--- config.mk ---
export PLATFORM = sky130hd
export DESIGN_NAME = bulk_endp_arbiter
export DESIGN_NICKNAME = d
export VERILOG_FILES = /design/src/rtl/bulk_endp_arbiter_pkg.sv /design/src/rtl/endp_toggle_bank.sv /design/src/rtl/bulk_endp_arbiter.sv
export SDC_FILE = /design/constraint.sdc
export NUM_CORES = 1
export LEC_CHECK = 0
export BUFFER_PORTS_ARGS = -buffer_cell sky130_fd_sc_hd__buf_2
export CAP_MARGIN = 20
export CORE_MARGIN = 2
export CORE_UTILIZATION = 39
export DETAILED_ROUTE_END_ITERATION = 7
export GPL_TIMING_DRIVEN = 0
export PLACE_DENSITY = 0.76
export SYNTH_ARGS = -nofsm -noshare
export SYNTH_HDL_FRONTEND = slang
export SYNTH_SLANG_ARGS = --single-unit
export TNS_END_PERCENT = 5
--- constraint.sdc ---
create_clock -name clk_i -period 1.8 [get_ports clk_i]
set_input_delay 0.45 -clock clk_i [delete_from_list [all_inputs] [get_ports clk_i]]
set_output_delay 0.45 -clock clk_i [all_outputs]
set_load 0.01 [all_outputs]
--- src/rtl/bulk_endp_arbiter_pkg.sv ---
// Shared types and helpers for the bulk endpoint arbiter: FSM states,
// DATA PID encodings and the ceil_log2 width helper.
package bulk_endp_arbiter_pkg;

   typedef enum logic [1:0] {
      ST_IDLE  = 2'd0,
      ST_IN    = 2'd1,
      ST_OUT   = 2'd2,
      ST_STALL = 2'd3
   } arb_state_e;

   localparam logic PID_DATA0 = 1'b0;
   localparam logic PID_DATA1 = 1'b1;

   // Smallest r with 2**r >= value; used for counter and index widths.
   function automatic int ceil_log2(input int value);
      int r;
      r = 0;
      while ((1 << r) < value) begin
         r = r + 1;
      end
      return r;
   endfunction

endpackage

--- src/rtl/endp_toggle_bank.sv ---
// Per-endpoint DATA0/DATA1 toggle bits for the IN and OUT directions.
// A flip lands on the next clock; a clear wins over any same-cycle flip.
module endp_toggle_bank
   import bulk_endp_arbiter_pkg::*;
#(
   parameter int NUM_ENDP = 2
) (
   input  logic                clk_i,
   input  logic                rstn_i,
   input  logic                clr_i,
   input  logic [NUM_ENDP-1:0] in_flip_i,
   input  logic [NUM_ENDP-1:0] out_flip_i,
   output logic [NUM_ENDP-1:0] in_tgl_o,
   output logic [NUM_ENDP-1:0] out_tgl_o
);

   logic [NUM_ENDP-1:0] in_tgl_q, in_tgl_d;
   logic [NUM_ENDP-1:0] out_tgl_q, out_tgl_d;

   // Next toggle state: clear to DATA0 or apply the requested flips.
   always_comb begin
      in_tgl_d  = in_tgl_q;
      out_tgl_d = out_tgl_q;
      if (clr_i) begin
         in_tgl_d  = {NUM_ENDP{PID_DATA0}};
         out_tgl_d = {NUM_ENDP{PID_DATA0}};
      end else begin
         in_tgl_d  = in_tgl_q ^ in_flip_i;
         out_tgl_d = out_tgl_q ^ out_flip_i;
      end
   end

   // Toggle registers.
   always_ff @(posedge clk_i or negedge rstn_i) begin
      if (!rstn_i) begin
         in_tgl_q  <= {NUM_ENDP{PID_DATA0}};
         out_tgl_q <= {NUM_ENDP{PID_DATA0}};
      end else begin
         in_tgl_q  <= in_tgl_d;
         out_tgl_q <= out_tgl_d;
      end
   end

   assign in_tgl_o  = in_tgl_q;
   assign out_tgl_o = out_tgl_q;

endmodule

--- src/rtl/bulk_endp_arbiter.sv ---
// Shares the SIE IN/OUT byte channel between NUM_ENDP bulk endpoints: routes
// strobes to the token's endpoint, tracks data toggles, caps IN packets, stalls unmapped tokens.
module bulk_endp_arbiter
   import bulk_endp_arbiter_pkg::*;
#(
   parameter int NUM_ENDP   = 2,
   parameter int FIRST_ENDP = 1,
   parameter int IN_MPS     = 8
) (
   input  logic                  clk_i,
   input  logic                  rstn_i,
   input  logic                  tok_valid_i,
   input  logic                  tok_in_i,
   input  logic [3:0]            tok_endp_i,
   input  logic                  clr_toggle_i,
   input  logic                  sie_in_req_i,
   input  logic                  sie_in_ready_i,
   output logic [7:0]            sie_in_data_o,
   output logic                  sie_in_valid_o,
   output logic                  sie_in_toggle_o,
   input  logic [7:0]            sie_out_data_i,
   input  logic                  sie_out_valid_i,
   input  logic                  sie_out_err_i,
   input  logic                  sie_out_ready_i,
   input  logic                  sie_out_toggle_i,
   output logic                  sie_out_nak_o,
   output logic                  sie_stall_o,
   output logic [NUM_ENDP-1:0]   ep_in_req_o,
   output logic [NUM_ENDP-1:0]   ep_in_ready_o,
   input  logic [8*NUM_ENDP-1:0] ep_in_data_i,
   input  logic [NUM_ENDP-1:0]   ep_in_valid_i,
   output logic [7:0]            ep_out_data_o,
   output logic [NUM_ENDP-1:0]   ep_out_valid_o,
   output logic [NUM_ENDP-1:0]   ep_out_err_o,
   output logic [NUM_ENDP-1:0]   ep_out_ready_o,
   input  logic [NUM_ENDP-1:0]   ep_out_nak_i
);

   localparam int                SEL_W   = (NUM_ENDP > 1) ? ceil_log2(NUM_ENDP) : 1;
   localparam int                CNT_W   = ceil_log2(IN_MPS + 1);
   localparam logic [CNT_W-1:0]  MPS_C   = CNT_W'(IN_MPS);
   localparam logic [4:0]        FIRST_C = 5'(FIRST_ENDP);
   localparam logic [4:0]        LAST_C  = 5'(FIRST_ENDP + NUM_ENDP);

   arb_state_e           state_q, state_d;
   logic [SEL_W-1:0]     sel_q, sel_d;
   logic [CNT_W-1:0]     byte_cnt_q, byte_cnt_d;
   logic                 dup_q, dup_d;
   logic                 seen_q, seen_d;

   logic [NUM_ENDP-1:0]  sel_oh_s;
   logic [NUM_ENDP-1:0]  in_flip_s, out_flip_s;
   logic [NUM_ENDP-1:0]  in_tgl_s, out_tgl_s;
   logic [4:0]           tok_ep_s, tok_idx_s;
   logic                 tok_mapped_s;
   logic                 in_valid_s;
   logic                 dup_s;

   endp_toggle_bank #(
      .NUM_ENDP (NUM_ENDP)
   ) u_toggle_bank (
      .clk_i      (clk_i),
      .rstn_i     (rstn_i),
      .clr_i      (clr_toggle_i),
      .in_flip_i  (in_flip_s),
      .out_flip_i (out_flip_s),
      .in_tgl_o   (in_tgl_s),
      .out_tgl_o  (out_tgl_s)
   );

   // Token endpoint decode into a local index.
   always_comb begin
      tok_ep_s     = {1'b0, tok_endp_i};
      tok_idx_s    = tok_ep_s - FIRST_C;
      tok_mapped_s = (tok_ep_s >= FIRST_C) && (tok_ep_s < LAST_C);
   end

   // One-hot form of the selected endpoint.
   always_comb begin
      sel_oh_s = '0;
      for (int k = 0; k < NUM_ENDP; k++) begin
         sel_oh_s[k] = (sel_q == SEL_W'(k));
      end
   end

   // Next-state and routing logic.
   always_comb begin
      state_d         = state_q;
      sel_d           = sel_q;
      byte_cnt_d      = byte_cnt_q;
      dup_d           = dup_q;
      seen_d          = seen_q;
      in_flip_s       = '0;
      out_flip_s      = '0;
      in_valid_s      = 1'b0;
      dup_s           = dup_q;
      sie_in_data_o   = 8'h00;
      sie_in_valid_o  = 1'b0;
      sie_in_toggle_o = PID_DATA0;
      sie_out_nak_o   = 1'b0;
      sie_stall_o     = 1'b0;
      ep_in_req_o     = '0;
      ep_in_ready_o   = '0;
      ep_out_data_o   = 8'h00;
      ep_out_valid_o  = '0;
      ep_out_err_o    = '0;
      ep_out_ready_o  = '0;

      case (state_q)
         ST_IN: begin
            in_valid_s      = ep_in_valid_i[sel_q] && (byte_cnt_q < MPS_C);
            sie_in_valid_o  = in_valid_s;
            sie_in_data_o   = ep_in_data_i[{sel_q, 3'b000} +: 8];
            sie_in_toggle_o = in_tgl_s[sel_q];
            ep_in_req_o     = sie_in_req_i ? sel_oh_s : '0;
            if (sie_in_ready_i && in_valid_s) begin
               ep_in_ready_o = sel_oh_s;
               byte_cnt_d    = byte_cnt_q + CNT_W'(1);
            end else begin
               byte_cnt_d    = byte_cnt_q;
            end
            if (sie_out_err_i) begin
               ep_out_err_o = sel_oh_s;
               state_d      = ST_IDLE;
            end else if (sie_out_ready_i && !sie_out_valid_i) begin
               // Host ACK: the endpoint commits its packet and the PID advances.
               ep_out_ready_o = sel_oh_s;
               in_flip_s      = sel_oh_s;
               state_d        = ST_IDLE;
            end else begin
               state_d = ST_IN;
            end
         end
         ST_OUT: begin
            // A mismatching PID on the first byte marks a retransmission; drop it silently.
            dup_s         = dup_q | (!seen_q && sie_out_valid_i &&
                                     (sie_out_toggle_i != out_tgl_s[sel_q]));
            ep_out_data_o = sie_out_data_i;
            if (sie_out_valid_i) begin
               seen_d = 1'b1;
               dup_d  = dup_s;
            end else begin
               seen_d = seen_q;
            end
            if (!dup_s) begin
               ep_out_valid_o = sie_out_valid_i ? sel_oh_s : '0;
               ep_out_ready_o = sie_out_ready_i ? sel_oh_s : '0;
               sie_out_nak_o  = ep_out_nak_i[sel_q];
            end else begin
               sie_out_nak_o  = 1'b0;
            end
            if (sie_out_err_i) begin
               ep_out_err_o = sel_oh_s;
               state_d      = ST_IDLE;
            end else if (sie_out_ready_i && !sie_out_valid_i) begin
               out_flip_s = (!dup_s && !ep_out_nak_i[sel_q]) ? sel_oh_s : '0;
               state_d    = ST_IDLE;
            end else begin
               state_d = ST_OUT;
            end
         end
         ST_STALL: begin
            sie_stall_o = 1'b1;
            if (sie_out_ready_i) begin
               state_d = ST_IDLE;
            end else begin
               state_d = ST_STALL;
            end
         end
         default: begin
            state_d = ST_IDLE;
         end
      endcase

      // A new token overrides any same-cycle end strobe; no toggle moves.
      if (tok_valid_i) begin
         ep_out_ready_o = '0;
         ep_out_err_o   = '0;
         in_flip_s      = '0;
         out_flip_s     = '0;
         if (tok_mapped_s) begin
            sel_d      = tok_idx_s[SEL_W-1:0];
            byte_cnt_d = '0;
            dup_d      = 1'b0;
            seen_d     = 1'b0;
            state_d    = tok_in_i ? ST_IN : ST_OUT;
         end else begin
            state_d    = ST_STALL;
         end
      end else begin
         sel_d = sel_d;
      end
   end

   // Transaction state registers.
   always_ff @(posedge clk_i or negedge rstn_i) begin
      if (!rstn_i) begin
         state_q    <= ST_IDLE;
         sel_q      <= '0;
         byte_cnt_q <= '0;
         dup_q      <= 1'b0;
         seen_q     <= 1'b0;
      end else begin
         state_q    <= state_d;
         sel_q      <= sel_d;
         byte_cnt_q <= byte_cnt_d;
         dup_q      <= dup_d;
         seen_q     <= seen_d;
      end
   end

endmodule

# [Word level (Yosys, flattened, before mapping)]
# Index checks and enable logic that the tools add are counted.
[word_totals] out_inout_bits=30 elab_cells=96 reg_bits=13
[op_classes] muxes=61 magnitude_cmp=4 n_eq_ne=4 n_reduce_logical=13 n_addsub=2 bitwise_logic=4 shift=1
[op_table] operator="2-bit 2-to-1 mux" n=30
[op_table] operator="1-bit 2-to-1 mux" n=23
[op_table] operator="4-bit 2-to-1 mux" n=4
[op_table] operator="8-bit 2-to-1 mux" n=2
[op_table] operator="16-bit by 5-bit variable part select with 8-bit output" n=1
[op_table] operator="1-bit logical AND" n=7
[op_table] operator="2-bit case mux with 3 select lines" n=1
[op_table] operator="4-bit by 1-bit adder with 4-bit output (second input constant)" n=1
[op_table] operator="2-bit == test (second input constant)" n=2
[op_table] operator="4-bit by 1-bit greater-or-equal comparator with 1-bit output (second input constant)" n=1
[op_table] operator="1-bit logical NOT" n=4
[op_table] operator="4-bit by 2-bit < comparator with 1-bit output (second input constant)" n=1
[op_table] operator="4-bit < comparator (second input constant)" n=1
[op_table] operator="2-bit case mux with 2 select lines" n=1
[op_table] operator="2-bit XOR" n=2
[op_table] operator="2-bit by 1-bit == test with 1-bit output (second input constant)" n=1
[op_table] operator="1-bit by 2-bit < comparator with 1-bit output (second input constant)" n=1
[op_table] operator="2-bit AND reduction" n=1
[op_table] operator="2-bit OR reduction" n=1
[op_table] operator="1-bit inequality test" n=1
[op_table] operator="1-bit inverter" n=1
[op_table] operator="1-bit bitwise OR" n=1
[op_table] operator="1-bit subtractor (second input constant)" n=1

# [Longest topological paths before layout]
# Gate-level depths: netlist of run 1.
[logic_depth] word_depth=14 depth_mapped=5

# [Modules after synthesis]
# From an unflattened synthesis of run 1, not the netlist that was laid out.
[unflattened] hier_cells=138 hier_area_um2=1158.6
[modules_own_cells] mod="bulk_endp_arbiter" area_per_inst_um2=1008.5 n_inst=1 cells_per_inst=126
[modules_own_cells] mod="endp_toggle_bank" area_per_inst_um2=150.1 n_inst=1 cells_per_inst=12

# [Worst setup path before layout of run 1]
# OpenSTA, ideal clock, no wires.
[synth_timing] kind="reg-to-output" start="register state_q[0]" end="output port ep_out_ready_o[0]" slack_ns=-0.250 t_arrival_ns=1.600 path_stages_with_launch=6 path_buffers=0 cell_sequence="dfrtp_1 -> inv_1 -> ha_1 -> and3b_2 -> or3b_2 -> o21ai_0"
[synth_via] elab_chain_cells=3 word_cells_on_any_way=4
[synth_rtl] element="start, declared" line_no="bulk_endp_arbiter.sv:45" source="arb_state_e state_q, state_d;"
[synth_rtl] element="start signal, assigned" line_no="bulk_endp_arbiter.sv:204" source="state_q <= state_d;"
[synth_rtl] element="2-bit == test or 2-bit by 1-bit == test with 1-bit output (tied branches)" line_no="bulk_endp_arbiter.sv:109" source="case (state_q)"
[synth_rtl] element="2-bit case mux with 2 select lines *" line_no="bulk_endp_arbiter.sv:109"
[synth_rtl] element="2-bit 2-to-1 mux *" line_no="bulk_endp_arbiter.sv:176" source="if (tok_valid_i) begin"
[synth_rtl] element="end, declared" line_no="bulk_endp_arbiter.sv:35" source="output logic [NUM_ENDP-1:0] ep_out_ready_o,"
# Every way passes the cells marked *; elsewhere a longest branch is shown, timed or not.

# [Final worst setup path of run 1]
[layout_timing] start="register state_q[1]" end="output port ep_out_ready_o[0]"
# The elaborated chain is that of the path after synthesis.

==> results.md, run 1 <==
* CP max-delay cell: or3b_4
* Reg power frac at 36.9%
* Root Driver: clkbuf_4
* Max Cap Viol at 0
* Combinational power share at 44.7%
* DIE WIDTH at 59.6 um
* DR DRC count at 0
* Clk_skew at 0.00112 ns
* Max-slew violations at 0
* Hold buffer count at cts at 0
* M2 GR Usage at 32.5%
* Worst stage delay on the critical path at 0.38 ns
* Startpoint Class: register
* Initial antenna violation count at 0
* Worst Path Max Fanout at 3
* FF-to-FF path depth at 5
* CTS tree: built
* First-pass GRT wire length at 5180 um
* H-tree lvl count at 1
* Core Box Area at 0.00300 mm^2
* DP Wirelength at 2560 um
* Starting Density at 40.2%
* Worst-margin pin slew at 0.386 ns
* CP Class: reg -> out
* Power Dens Cells at 519 mW/mm^2
* Number of placement rows at 20
* Grt ovf at 0
* Total vias in the final route at 1340
* IO Pins at 73
* Final Hold Fails at 0
* # nets final at 271
* CP bufs+invs at 2
* RSZ-0062 raised after global routing: true
* Most frequent cells in the layout: buf_2, nor2b_1, nor2_1, dfrtp_1, mux2i_1
* Main synth FF type: dfrtp_1
* Clock buffer depth at 2
* Synth warn at 0
* Worst skew pair latency at 0.27 ns
* Share of layout cells above drive strength 1 at 50.0%
* Met3 usage at 1.09%
* Critical Path AT at 1.79 ns
* Final core occ at 62.7%
* Register area share after synthesis at 26.9%
* Wirelength, routed at 3420 um
* Final min period at 2.24 ns
* PortBufs at 71
* Yosys reg bits at 13
* GRT Util Overall at 18.5%
* NetSw at 0.337 mW
* Share of the clock period used by the worst path at 124%
* Clock Power Share at 18.5%
* Total Power at 0.978 mW
* FF-to-FF Start: state_q[0]$_DFF_PN0_
* CP required at 1.35 ns
* DRT iter0 DRCs at 44
* Die ar. at 0.00356 mm^2
* RePlAce Congestion at 0.799
* Worst vdd ir at 313 uV
* Number of synthesized flops with an enable pin at 0
* Initial DRT Pass Iterations at 4
* Layer with the highest usage: met2
* Min Hold Slack at 0.0523 ns
* Post-DR wirelength/cell at 13.4 um
* Int Pwr at 0.641 mW
* Most common cell after layout, fill and taps aside: buf_2
* Asr flop ratio synth at 100%
* Cell count after synthesis at 143
* Sw Share at 34.5%
* Hold Path Class: in -> async
* Vias in the first global route at 1197
* Levels on crit path at 6
* Crit end category: primary output
* Sink Count at 13
* Worst path top cell family by delay: simple AND/OR/NAND/NOR gates
* Worst r2r dst: u_toggle_bank.in_tgl_o[0]$_DFF_PN0_
* CP cell instances: inv_2 > ha_4 > and3b_2 > or3b_4 > o21ai_4 > buf_6
* Largest net degree at the start of global routing at 14
* Static leakage power at 0.981 nW
* Setup WS pre-CTS at -0.384 ns
* Final setup margin at -0.440 ns
* Antenna diodes at 0
* Antenna viol nets, final at 0
* Worst-path clk slew at 0.08 ns
* Mapped Nets at 191
* Outcome: finished with violations
* Synth Cell Area at 0.00121 mm^2
* Synth cell types at 38
* Reg2Reg Setup Slack at 0.15 ns
* Synth Area per Inst at 8.44 um^2
* Met1 usage at 24.7%
* Vias per inst at 5.25
* Number of setup violations in the final report at 27
* P&R area growth vs syn at 56.0%
* Num CTS Buffers at 3
* Failing checks: setup timing
* Headroom to the max-slew limit at 74.2%
* Fmax at 0.447 GHz
* Die H at 59.6 um
timing repair:
| item | 4_1_cts | 5_1_grt |
|---|---|---|
| buffers inserted | 4 | 0 |
| pin swaps | 3 | 2 |
| resized for setup | 23 | 15 |
| setup endpoints to repair | 29 | 30 |
metrics by stage:
| step | std cells | TNS (ns) | area, um^2 |
|---|---|---|---|
| floorplan | 143 | -0.218 | 1260 |
| global placement | 247 | -3.52 | 1660 |
| detailed placement | 247 | -3.52 | 1660 |
| CTS | 255 | -5.29 | 1820 |
| global route | 255 | -5.66 | 1880 |
| finish | 255 | -3.97 | 1880 |
layer usage:
| layer | share of wire, % | up-vias |
|---|---|---|
| li1 | - | 675 |
| met1 | 41 | 605 |
| met2 | 51 | 58 |
| met3 | 7.1 | 2 |
| met4 | 0.64 | 0 |
| met5 | 0 | - |
sequential cells by signal (all words and copies together), names as in the netlist:
register / flops
byte_cnt_q: 4
state_q: 2
u_toggle_bank.in_tgl_o: 2
u_toggle_bank.out_tgl_o: 2
dup_q: 1
seen_q: 1
sel_q: 1
Yosys cell counts (all sizes together) (5+ instances only):
cell	instances	area, um^2
nor2b	14	87.6
mux2i	13	130
o21ai	10	50.1
a21oi	6	30.0
nor2	13	48.8
ha	5	62.6
and2	8	50.1
dfrtp	13	325
inv	5	18.8
power by group through the flow:
stage	sequential, mW	combinational (mW)	clock (mW)
2_1_floorplan	0.358	0.229	0
3_3_place_gp	0.365	0.358	0
3_5_place_dp	0.366	0.360	0
4_1_cts	0.360	0.414	0.183
5_1_grt	0.367	0.483	0.196
6_report	0.360	0.437	0.181
cell families after synthesis:
group | Yosys count | share of synthesized area [%]
AND/OR/NAND/NOR | 69 | 36.2
AO/OA/AOI/OAI | 24 | 11.3
multiplexers | 17 | 14.5
buffers and inverters | 13 | 4.46
flip-flops | 13 | 26.9
adder cells (fa/ha/maj) | 5 | 5.18
XOR/XNOR | 2 | 1.45
how the worst max path moves through the flow:
stage	end	startpoint
after floorplan	ep_out_ready_o[0]	state_q[0]$_DFF_PN0_
after global placement	ep_out_valid_o[0]	sie_out_valid_i
after detailed placement	ep_out_valid_o[0]	sie_out_valid_i
after CTS	ep_out_ready_o[0]	state_q[0]$_DFF_PN0_
after global routing	ep_out_ready_o[0]	state_q[0]$_DFF_PN0_
final	ep_out_ready_o[0]	state_q[1]$_DFF_PN0_
area by class of cell:
type | instances | area, um^2
multi-input combinational | 117 | 951
timing repair buffer | 75 | 417
buffer | 8 | 104
inverter | 5 | 18.8
tap | 33 | 41.3
sequential | 13 | 325
fill | 265 | 1120
clock buffer | 4 | 26.3
(Power assumes the default switching activity.)
==> run 2, diff against run 1 <==
- BUFFER_PORTS_ARGS: -buffer_cell sky130_fd_sc_hd__buf_2 -> -buffer_cell sky130_fd_sc_hd__buf_4
- MAX_ROUTING_LAYER: unset -> met4
==> run 2 against run 1 <==
The flow still finishes with violations (setup timing). Routed wire length rose by 12%. Sequential cell count did not move. Clock skew fell by 0.00072 ns. Register-to-register slack got worse by 0.09 ns. Non-clock buffer count rose by 1. Die area did not move. Global-route usage rose by 3.0 points. Total power rose by 6.8%. Critical endpoint unchanged. Largest power group unchanged. Highest routed layer unchanged.
==> results.md, run 2 (synthesis results as in run 1) <==
* Outcome: finished with violations
* Failing checks: setup timing
* Clock buffer depth at 2 (unchanged)
* FF-to-FF Start: state_q[0]$_DFF_PN0_
* Core Box Area at 0.00300 mm^2 (unchanged)
* CP bufs+invs at 2 (unchanged)
* P&R area growth vs syn at 71.5%
* WL met2 at 1940 um (+10%)
* FF-to-FF path depth at 6 (+1)
* Most common cell after layout, fill and taps aside: buf_4
* Sink Count at 13 (unchanged)
* Fillers at 236 (-11%)
* Grt ovf at 0 (unchanged)
* Met3 wire length at 292 um (+21%)
* Share of layout cells above drive strength 1 at 50.7% (+0.67 points)
* CP cell instances: inv_2 > ha_4 > and3b_2 > or3b_4 > o21ai_4 > buf_6
* Power Dens Cells at 505 mW/mm^2 (-2.9%)
* Clk_skew at 0.000398 ns (-0.000723 ns)
* First-pass GRT wire length at 5690 um (+10%)
* Antenna viol nets, final at 0 (unchanged)
* Headroom to the max-slew limit at 72.5% (-1.7 points)
* CP Class: reg -> out
* Worst Path Max Fanout at 3 (unchanged)
* Max reg flops at 4 (unchanged)
* Fmax at 0.445 GHz (-0.30%)
* Die ar. at 0.00356 mm^2 (unchanged)
* GRT Util Overall at 21.5% (+3.0 points)
* # nets final at 272 (+0.37%)
* Final setup margin at -0.446 ns (-0.00677 ns)
* Wirelength, routed at 3830 um (+12%)
* Vias in the first global route at 1333 (+11%)
* Antenna diodes at 0 (unchanged)
* Post-DR wirelength/cell at 15.0 um (+12%)
* Final min period at 2.25 ns (+0.00677 ns)
* Worst stage delay on the critical path at 0.39 ns (about the same)
* Static leakage power at 1.02 nW (+4.3%)
* Largest Register: byte_cnt_q
* Worst-path clk slew at 0.08 ns (about the same)
* DP Wirelength at 2940 um (+15%)
* Final Cell Area at 0.00207 mm^2 (+10%)
* Total vias in the final route at 1404 (+4.8%)
* Critical Path AT at 1.80 ns (about the same)
* Most frequent cells in the layout: buf_4, nor2_1, nor2b_1, dfrtp_1, mux2i_1
* Max-slew violations at 0 (unchanged)
* Initial antenna violation count at 0 (unchanged)
* Top layer in use: met4
* Setup WS pre-CTS at -0.376 ns (+0.00804 ns)
* Final Hold Fails at 0 (unchanged)
* Min Hold Slack at 0.00684 ns (-0.0454 ns)
* Largest net degree at the start of global routing at 14 (unchanged)
* H-tree lvl count at 1 (unchanged)
* Root Driver: clkbuf_4
* PortBufs at 71 (unchanged)
* Die H at 59.6 um (unchanged)
* Starting Density at 40.2% (unchanged)
* DRT iter0 DRCs at 62 (+41%)
* Number of setup violations in the final report at 29 (+7.4%)
* DIE WIDTH at 59.6 um (unchanged)
* DR DRC count at 0 (unchanged)
* Share of the clock period used by the worst path at 125% (+0.38 points)
* CP max-delay cell: or3b_4
* Number of placement rows at 20 (unchanged)
* Reg2Reg Setup Slack at 0.06 ns (-0.09 ns)
* RePlAce Congestion at 0.776 (-2.9%)
* Worst vdd ir at 352 uV (+12%)
* Worst path top cell family by delay: simple AND/OR/NAND/NOR gates
* RSZ-0062 raised after global routing: true
* Max Cap Viol at 0 (unchanged)
* Worst-margin pin slew at 0.411 ns (+0.0256 ns)
* CP required at 1.35 ns (about the same)
* IO Pins at 73 (unchanged)
* M1 WL at 1520 um (+8.7%)
* Initial DRT Pass Iterations at 5 (+1)
* Crit end category: primary output
* Worst skew pair latency at 0.27 ns (about the same)
* CTS tree: built
* Hold Path Class: in -> async
* TNS Setup at -4.37 ns (-0.403 ns)
* Worst r2r dst: u_toggle_bank.in_tgl_o[0]$_DFF_PN0_
* Startpoint Class: register
* Num CTS Buffers at 3 (unchanged)
* Area after DPL at 0.00184 mm^2 (+11%)
* Vias per inst at 5.48 (+4.4%)
-- run 2: layout make-up --
class | instances | area [um^2] | area share [%]
tap | 33 | 41.3 | 1.99
clock buffer | 4 | 26.3 | 1.27
multi-input combinational | 117 | 950 | 45.9
buffer | 8 | 111 | 5.38
inverter | 5 | 18.8 | 0.906
sequential | 13 | 325 | 15.7
timing repair buffer | 76 | 598 | 28.9
-- run 2: repair_timing --
action	in CTS	in global routing
buffers inserted	4	1
hold buffers	0	0
pin swaps	3	2
cloned	0	0
gates resized for setup	26	13
endpoints found under the setup margin	31	30
-- run 2: metrics by stage --
stage | power (mW) | utilization [%] | cells
5_1_grt | 1.11 | 69.0 | 256
3_3_place_gp | 0.765 | 61.3 | 247
4_1_cts | 1.03 | 67.0 | 255
2_1_floorplan | 0.586 | - | 143
6_report | 1.04 | 69.0 | 256
3_5_place_dp | 0.790 | 61.3 | 247
-- run 2: worst max path at each step --
stage | slack, ns | from | depth (start not counted) | to
floorplan | -0.09 | state_q[0]$_DFF_PN0_ | 5 | ep_out_ready_o[0]
global placement | -0.35 | sie_out_valid_i | 6 | ep_out_valid_o[0]
detailed placement | -0.38 | sie_out_valid_i | 6 | ep_out_valid_o[0]
CTS | -0.44 | state_q[0]$_DFF_PN0_ | 6 | ep_out_ready_o[0]
global route | -0.52 | state_q[0]$_DFF_PN0_ | 6 | ep_out_ready_o[0]
finish | -0.45 | state_q[1]$_DFF_PN0_ | 6 | ep_out_ready_o[0]
-- run 2: metal layers --
metal / up-vias / global-route usage (%)
met5: - / -
met4: 0 / 10.5
met3: 12 / 2.84
met2: 73 / 38.4
met1: 643 / 23.1
li1: 676 / -
-- run 2: where the power goes --
group | leakage [nW] | switching, mW | total, mW | internal (mW)
Combinational | 0.843 | 0.230 | 0.506 | 0.276
Sequential | 0.165 | 0.0307 | 0.362 | 0.331
Clock | 0.0150 | 0.0915 | 0.177 | 0.0858
Total | 1.02 | 0.352 | 1.04 | 0.693
